### src/rtl/insn_parcel_buffer.sv
// Circular parcel queue between fetch and decode; assembles RVC or 32-bit
// instructions at the head, including ones that straddle fetch blocks.
module insn_parcel_buffer #(
  parameter int ENTRY_COUNT = 8,
  parameter int ENQ_PARCELS = 2,
  parameter int ADDR_WIDTH  = 32
) (
  input  logic                             clk,
  input  logic                             rstN,
  input  logic                             flush,
  input  logic                             enqValid,
  output logic                             enqReady,
  input  logic [ADDR_WIDTH-1:0]            enqPc,
  input  logic [$clog2(ENQ_PARCELS)-1:0]   enqStartIndex,
  input  logic                             enqFault,
  input  logic [16*ENQ_PARCELS-1:0]        enqData,
  output logic                             deqValid,
  input  logic                             deqReady,
  output logic [ADDR_WIDTH-1:0]            deqPc,
  output logic [31:0]                      deqInsn,
  output logic                             deqIsCompressed,
  output logic                             deqFault,
  output logic [$clog2(ENTRY_COUNT):0]     entryCount
);

  localparam int PTR_W = $clog2(ENTRY_COUNT);
  localparam int CNT_W = PTR_W + 1;

  logic [15:0]           parcel_q [ENTRY_COUNT];
  logic [ADDR_WIDTH-1:0] pc_q     [ENTRY_COUNT];
  logic                  fault_q  [ENTRY_COUNT];

  logic [PTR_W-1:0] head_q, head_d, tail_q, tail_d;
  logic [CNT_W-1:0] count_q, count_d;

  logic             enq_fire, deq_fire;
  logic [CNT_W-1:0] enq_n, deq_size;
  logic [PTR_W-1:0] next_idx;
  logic             is_wide;

  logic                  wr_en  [ENQ_PARCELS];
  logic [PTR_W-1:0]      wr_idx [ENQ_PARCELS];
  logic [ADDR_WIDTH-1:0] wr_pc  [ENQ_PARCELS];

  // Readiness looks only at registered occupancy so fetch never sees a path from decode.
  assign enqReady   = count_q <= CNT_W'(ENTRY_COUNT - ENQ_PARCELS);
  assign enq_fire   = enqValid && enqReady && !flush;
  assign enq_n      = CNT_W'(ENQ_PARCELS) - CNT_W'(enqStartIndex);
  assign entryCount = count_q;
  assign next_idx   = head_q + PTR_W'(1);

  always_comb begin
    for (int k = 0; k < ENQ_PARCELS; k++) begin
      wr_en[k]  = enq_fire && (k >= int'(enqStartIndex));
      wr_idx[k] = tail_q + PTR_W'(k) - PTR_W'(enqStartIndex);
      wr_pc[k]  = enqPc + ((ADDR_WIDTH'(k) - ADDR_WIDTH'(enqStartIndex)) << 1);
    end
  end

  // Head decode; every output is forced to zero while nothing complete is present.
  always_comb begin
    is_wide         = !fault_q[head_q] && (parcel_q[head_q][1:0] == 2'b11);
    deq_size        = is_wide ? CNT_W'(2) : CNT_W'(1);
    deqValid        = (count_q != '0) && (!is_wide || (count_q >= CNT_W'(2)));
    deqPc           = '0;
    deqInsn         = '0;
    deqIsCompressed = 1'b0;
    deqFault        = 1'b0;
    if (deqValid) begin
      deqPc           = pc_q[head_q];
      deqIsCompressed = !is_wide;
      if (fault_q[head_q]) begin
        deqFault = 1'b1;
      end else if (is_wide) begin
        deqInsn  = {parcel_q[next_idx], parcel_q[head_q]};
        deqFault = fault_q[next_idx];
      end else begin
        deqInsn = {16'h0, parcel_q[head_q]};
      end
    end
  end

  assign deq_fire = deqValid && deqReady && !flush;

  always_comb begin
    head_d  = head_q;
    tail_d  = tail_q;
    count_d = count_q;
    if (flush) begin
      head_d  = '0;
      tail_d  = '0;
      count_d = '0;
    end else begin
      if (enq_fire) tail_d = tail_q + PTR_W'(enq_n);
      if (deq_fire) head_d = head_q + PTR_W'(deq_size);
      count_d = count_q + (enq_fire ? enq_n : '0) - (deq_fire ? deq_size : '0);
    end
  end

  always_ff @(posedge clk or negedge rstN) begin
    if (!rstN) begin
      head_q  <= '0;
      tail_q  <= '0;
      count_q <= '0;
    end else begin
      head_q  <= head_d;
      tail_q  <= tail_d;
      count_q <= count_d;
    end
  end

  // Entry payload carries no reset; occupancy alone decides what is meaningful.
  always_ff @(posedge clk) begin
    for (int k = 0; k < ENQ_PARCELS; k++) begin
      if (wr_en[k]) begin
        parcel_q[wr_idx[k]] <= enqData[16*k +: 16];
        pc_q[wr_idx[k]]     <= wr_pc[k];
        fault_q[wr_idx[k]]  <= enqFault;
      end
    end
  end

endmodule

### config.mk
export PLATFORM = sky130hd
export DESIGN_NAME = insn_parcel_buffer
export DESIGN_NICKNAME = d
export VERILOG_FILES = /design/src/rtl/insn_parcel_buffer.sv
export SDC_FILE = /design/constraint.sdc
export NUM_CORES = 1
export LEC_CHECK = 0
export ABC_CLOCK_PERIOD_IN_PS = 7050
export CORE_MARGIN = 4
export CORE_UTILIZATION = 30
export CTS_CLUSTER_SIZE = 20
export DETAILED_ROUTE_END_ITERATION = 6
export SLEW_MARGIN = 40
export SYNTH_ARGS = -nofsm -noshare
export SYNTH_HDL_FRONTEND = slang
export SYNTH_SLANG_ARGS = --single-unit
### constraint.sdc
create_clock -name clk -period 7.05 [get_ports clk]
set_input_delay 1.41 -clock clk [delete_from_list [all_inputs] [get_ports clk]]
set_output_delay 1.41 -clock clk [all_outputs]
set_load 0.03 [all_outputs]
==> impl_metrics.ini <==
[synthesis]
synth_edf_count = 392
syn_inst = 2129
ys_warn_count = 0
async_flop_share_pct = 2.49
syn_area_per_cell_um2 = 10.9
netlist_area_um2 = 23300
synth-seq-cells = 402
seq_area_frac_synth_pct = 51.7
synth_ff_type = edfxtp_1
ys_types = 66
syn_nets = 2250

[worst_setup_path]
regToRegSetupSlack_ns = 2.14
arrival_ns = 4.47
worstSetupPathType = flip-flop to primary output
worstPathRequired_ns = 5.64
critPathMaxStageDelay_ns = 0.83
critPathCaptureType = primary output
critPathBufInv = 2
worstPathCellList = mux4_2 > or3b_1 > a21oi_2 > o21a_2 > buf_4 > a21oi_1 > clkdlybuf4s50_1
cp-start-kind = flip-flop
cp_max_fo = 35
r2r-start = head_q[0]
r2r_cells = 14
cp.depth = 7
cp_slowest_cell = dfrtp_4
reg2reg_to = entryCount[3]
critPathTopFamily = buffers and inverters

[timing]
fin_crit_ns = 5.88
rsz0062_at_grt = false
timing.fmax_mhz = 170
worstMarginPinSlew_ns = 0.896
hold_violations = 0
period_share_pct = 83.5
drv_slew = 0
setup_viol = 0
finClkSkew_ns = 0.0351
relSlewSlack_pct = 40.3

[grt]
grt_pass1_vias = 17200
antenna_found_initial = 3
grt_max_degree = 64
grtUsageMet1_pct = 24.5
busiest_layer = met2
use_met2_pct = 30.9
grt_usage_pct = 18.3
overflow = 0
met3_usage_pct = 2.48
grt_pass1_wl_mm = 113

[clock_tree]
cts_inserted_buffers = 45
ctsHtreeMaxLevel = 2
cts_setup_buffers = 0
clockBufferDepth = 3
cts_repair_resize_count = 0
cts_sinks = 402
cts-root-buf = clkbuf_16
cts_hold_buf = 0
clk_latency_ns = 0.59
path_clk_slew_ns = 0.06
cts_tree = done

[pwr]
p_sw_mw = 3.25
comb_power_share_pct = 38.6
p_per_area_nw_per_um2 = 331
seq_power_share_pct = 32.7
clkPwrFrac_pct = 28.8
power_mw = 9.16
power.leakage_nw = 10.1
p_int_mw = 5.91
vdd_ir_drop_max_mv = 0.193
swShare_pct = 35.4

[layout]
syn2layout_area_growth_pct = 19.1
num-fill-cells = 7406
fin_cells = 3273
drive_gt1_share_pct = 14.0
fin_nets = 2327

[placement]
hpwl_mm = 48.0
port_buffers = 142
gp_congestion = 0.875
dpl.cell_count = 3188

[die]
die_area_um2 = 82100
io_pins = 143
rows = 101
start_util_pct = 30.4
dieHeight_um = 286
dieWidth_um = 286
core_um2 = 76500

[worst_hold_path]
hold_end = tail_q[1]
hold_start = tail_q[1]
hold_path_depth = 2
hold_class = flip-flop to flip-flop

[routing]
antenna_left = 0
drt_iter0_drc = 1794
drtPass1Iterations = 6
avgViaCountPerCell = 5.41
routed_wl_mm = 77.1
wl_per_cell_um = 23.6
vias = 17700
drc = 0

[outcome]
status = finished, final reports clean

[job]
max_cap_violations = 0
## worst min-delay path, delay by kind of cell, from the launching register on
family | cells | cell delay, ns
flops | 1 | 0.40
simple gates | 1 | 0.08
compound gates | 1 | 0.08
## metrics by stage
step | util, % | area [um2] | worst slack (ns) | hold WS, ns | setup TNS [ns]
3_3_place_gp | 33.8 | 25800 | 1.83 | 0.561 | 0
3_5_place_dp | 34.0 | 26000 | 1.77 | 0.578 | 0
6_report | 36.2 | 27700 | 1.17 | 0.598 | 0
4_1_cts | 36.1 | 27600 | 1.13 | 0.585 | 0
5_1_grt | 36.2 | 27700 | 1.02 | 0.607 | 0
2_1_floorplan | - | 23300 | -1.23 | 0.509 | -209.49
## worst max-delay path by stage
| stage | from | to | slack, ns |
|---|---|---|---|
| floorplan | enqStartIndex | fault_q[3] | -1.23 |
| global placement | head_q[0] | deqInsn[16] | 1.83 |
| detailed placement | head_q[0] | deqPc[6] | 1.77 |
| CTS | head_q[0] | deqPc[6] | 1.13 |
| global route | head_q[0] | deqPc[26] | 1.02 |
| finish | head_q[0] | deqPc[26] | 1.17 |
## routing by layer
metal  up-vias  part of all wire (%)  wire, um
met5         -                 0.021        16
met4         2                   2.8      2180
met3       146                   7.8      5990
met2       870                    48     37300
met1      8844                    41     31700
li1       7854                     -         -
## kinds of logic after synthesis
logic type / share of synthesized area [%]
simple gates: 15.0
mux: 15.9
xor+xnor: 2.62
buf+inv: 3.29
fa+ha+maj: 2.85
compound gates: 8.67
flops: 51.7
## power by group through the flow
stage	registers, mW	logic, mW	clock network (mW)
after floorplan	2.98	2.30	0
after global placement	3.04	3.47	0
after detailed placement	3.04	3.53	0
after CTS	2.99	3.54	2.67
after global routing	3.01	3.79	2.77
final	3.00	3.53	2.63
## synthesized netlist by cell type (all sizes together) (2+ instances only)
cell     number  area [um2]
o21a          6        45.0
o21bai        7        52.6
a21oi       130         654
nand3b        2        15.0
and4          5        43.8
nand2       688        2580
dfrtp        10         250
ha           45         563
fa            5         100
nand2b        5        38.8
nor2b        10        62.6
o21ai       154         771
mux2i        71         711
a21o         10        75.1
nand4        10        62.6
or3           4        25.0
xor2         28         245
o31ai         7        52.6
edfxtp      392       11800
o211ai        2        15.0
a31oi        11        68.8
buf          48         211
nor3         11        75.1
o2111ai       2        17.5
nor2         76         285
nand3        26         130
xnor2        40         365
o31a          4        35.0
a311oi        3        43.8
and3         11        68.8
nor4          2        12.5
o41ai         5        51.3
clkbuf      116         457
a221oi        2        23.8
inv          26        97.6
mux2          2        22.5
mux4        132        2970
and2          4        25.0
## sequential cells by signal (all words and copies together), names as in the netlist
name,count
fault_q,8
tail_q,3
head_q,3
entryCount,4
parcel_q,128
pc_q,256
## layout make-up
type | instances | area, um2 | area share [%]
Clock inverter | 29 | 425 | 1.54
Inverter | 26 | 100 | 0.361
Antenna cell | 2 | 5.00 | 0.0181
Tap cell | 1030 | 1290 | 4.65
Multi-Input combinational cell | 1537 | 10800 | 38.9
Timing Repair Buffer | 194 | 1860 | 6.71
Sequential cell | 402 | 12000 | 43.4
Clock buffer | 53 | 1210 | 4.36
## layout by cell type (no fill, tap or decap), types with 22 or more instances in the layout
cell type	n
nand3_1	22
mux2i_1	71
a21oi_1	129
clkdlybuf4s50_1	141
xor2_1	24
inv_1	25
nor2_1	72
o21ai_0	153
clkbuf_16	46
edfxtp_1	392
xnor2_1	29
mux4_2	132
ha_1	44
buf_4	45
nand2_1	684
No activity file was read; power rests on OpenSTA's default activity.
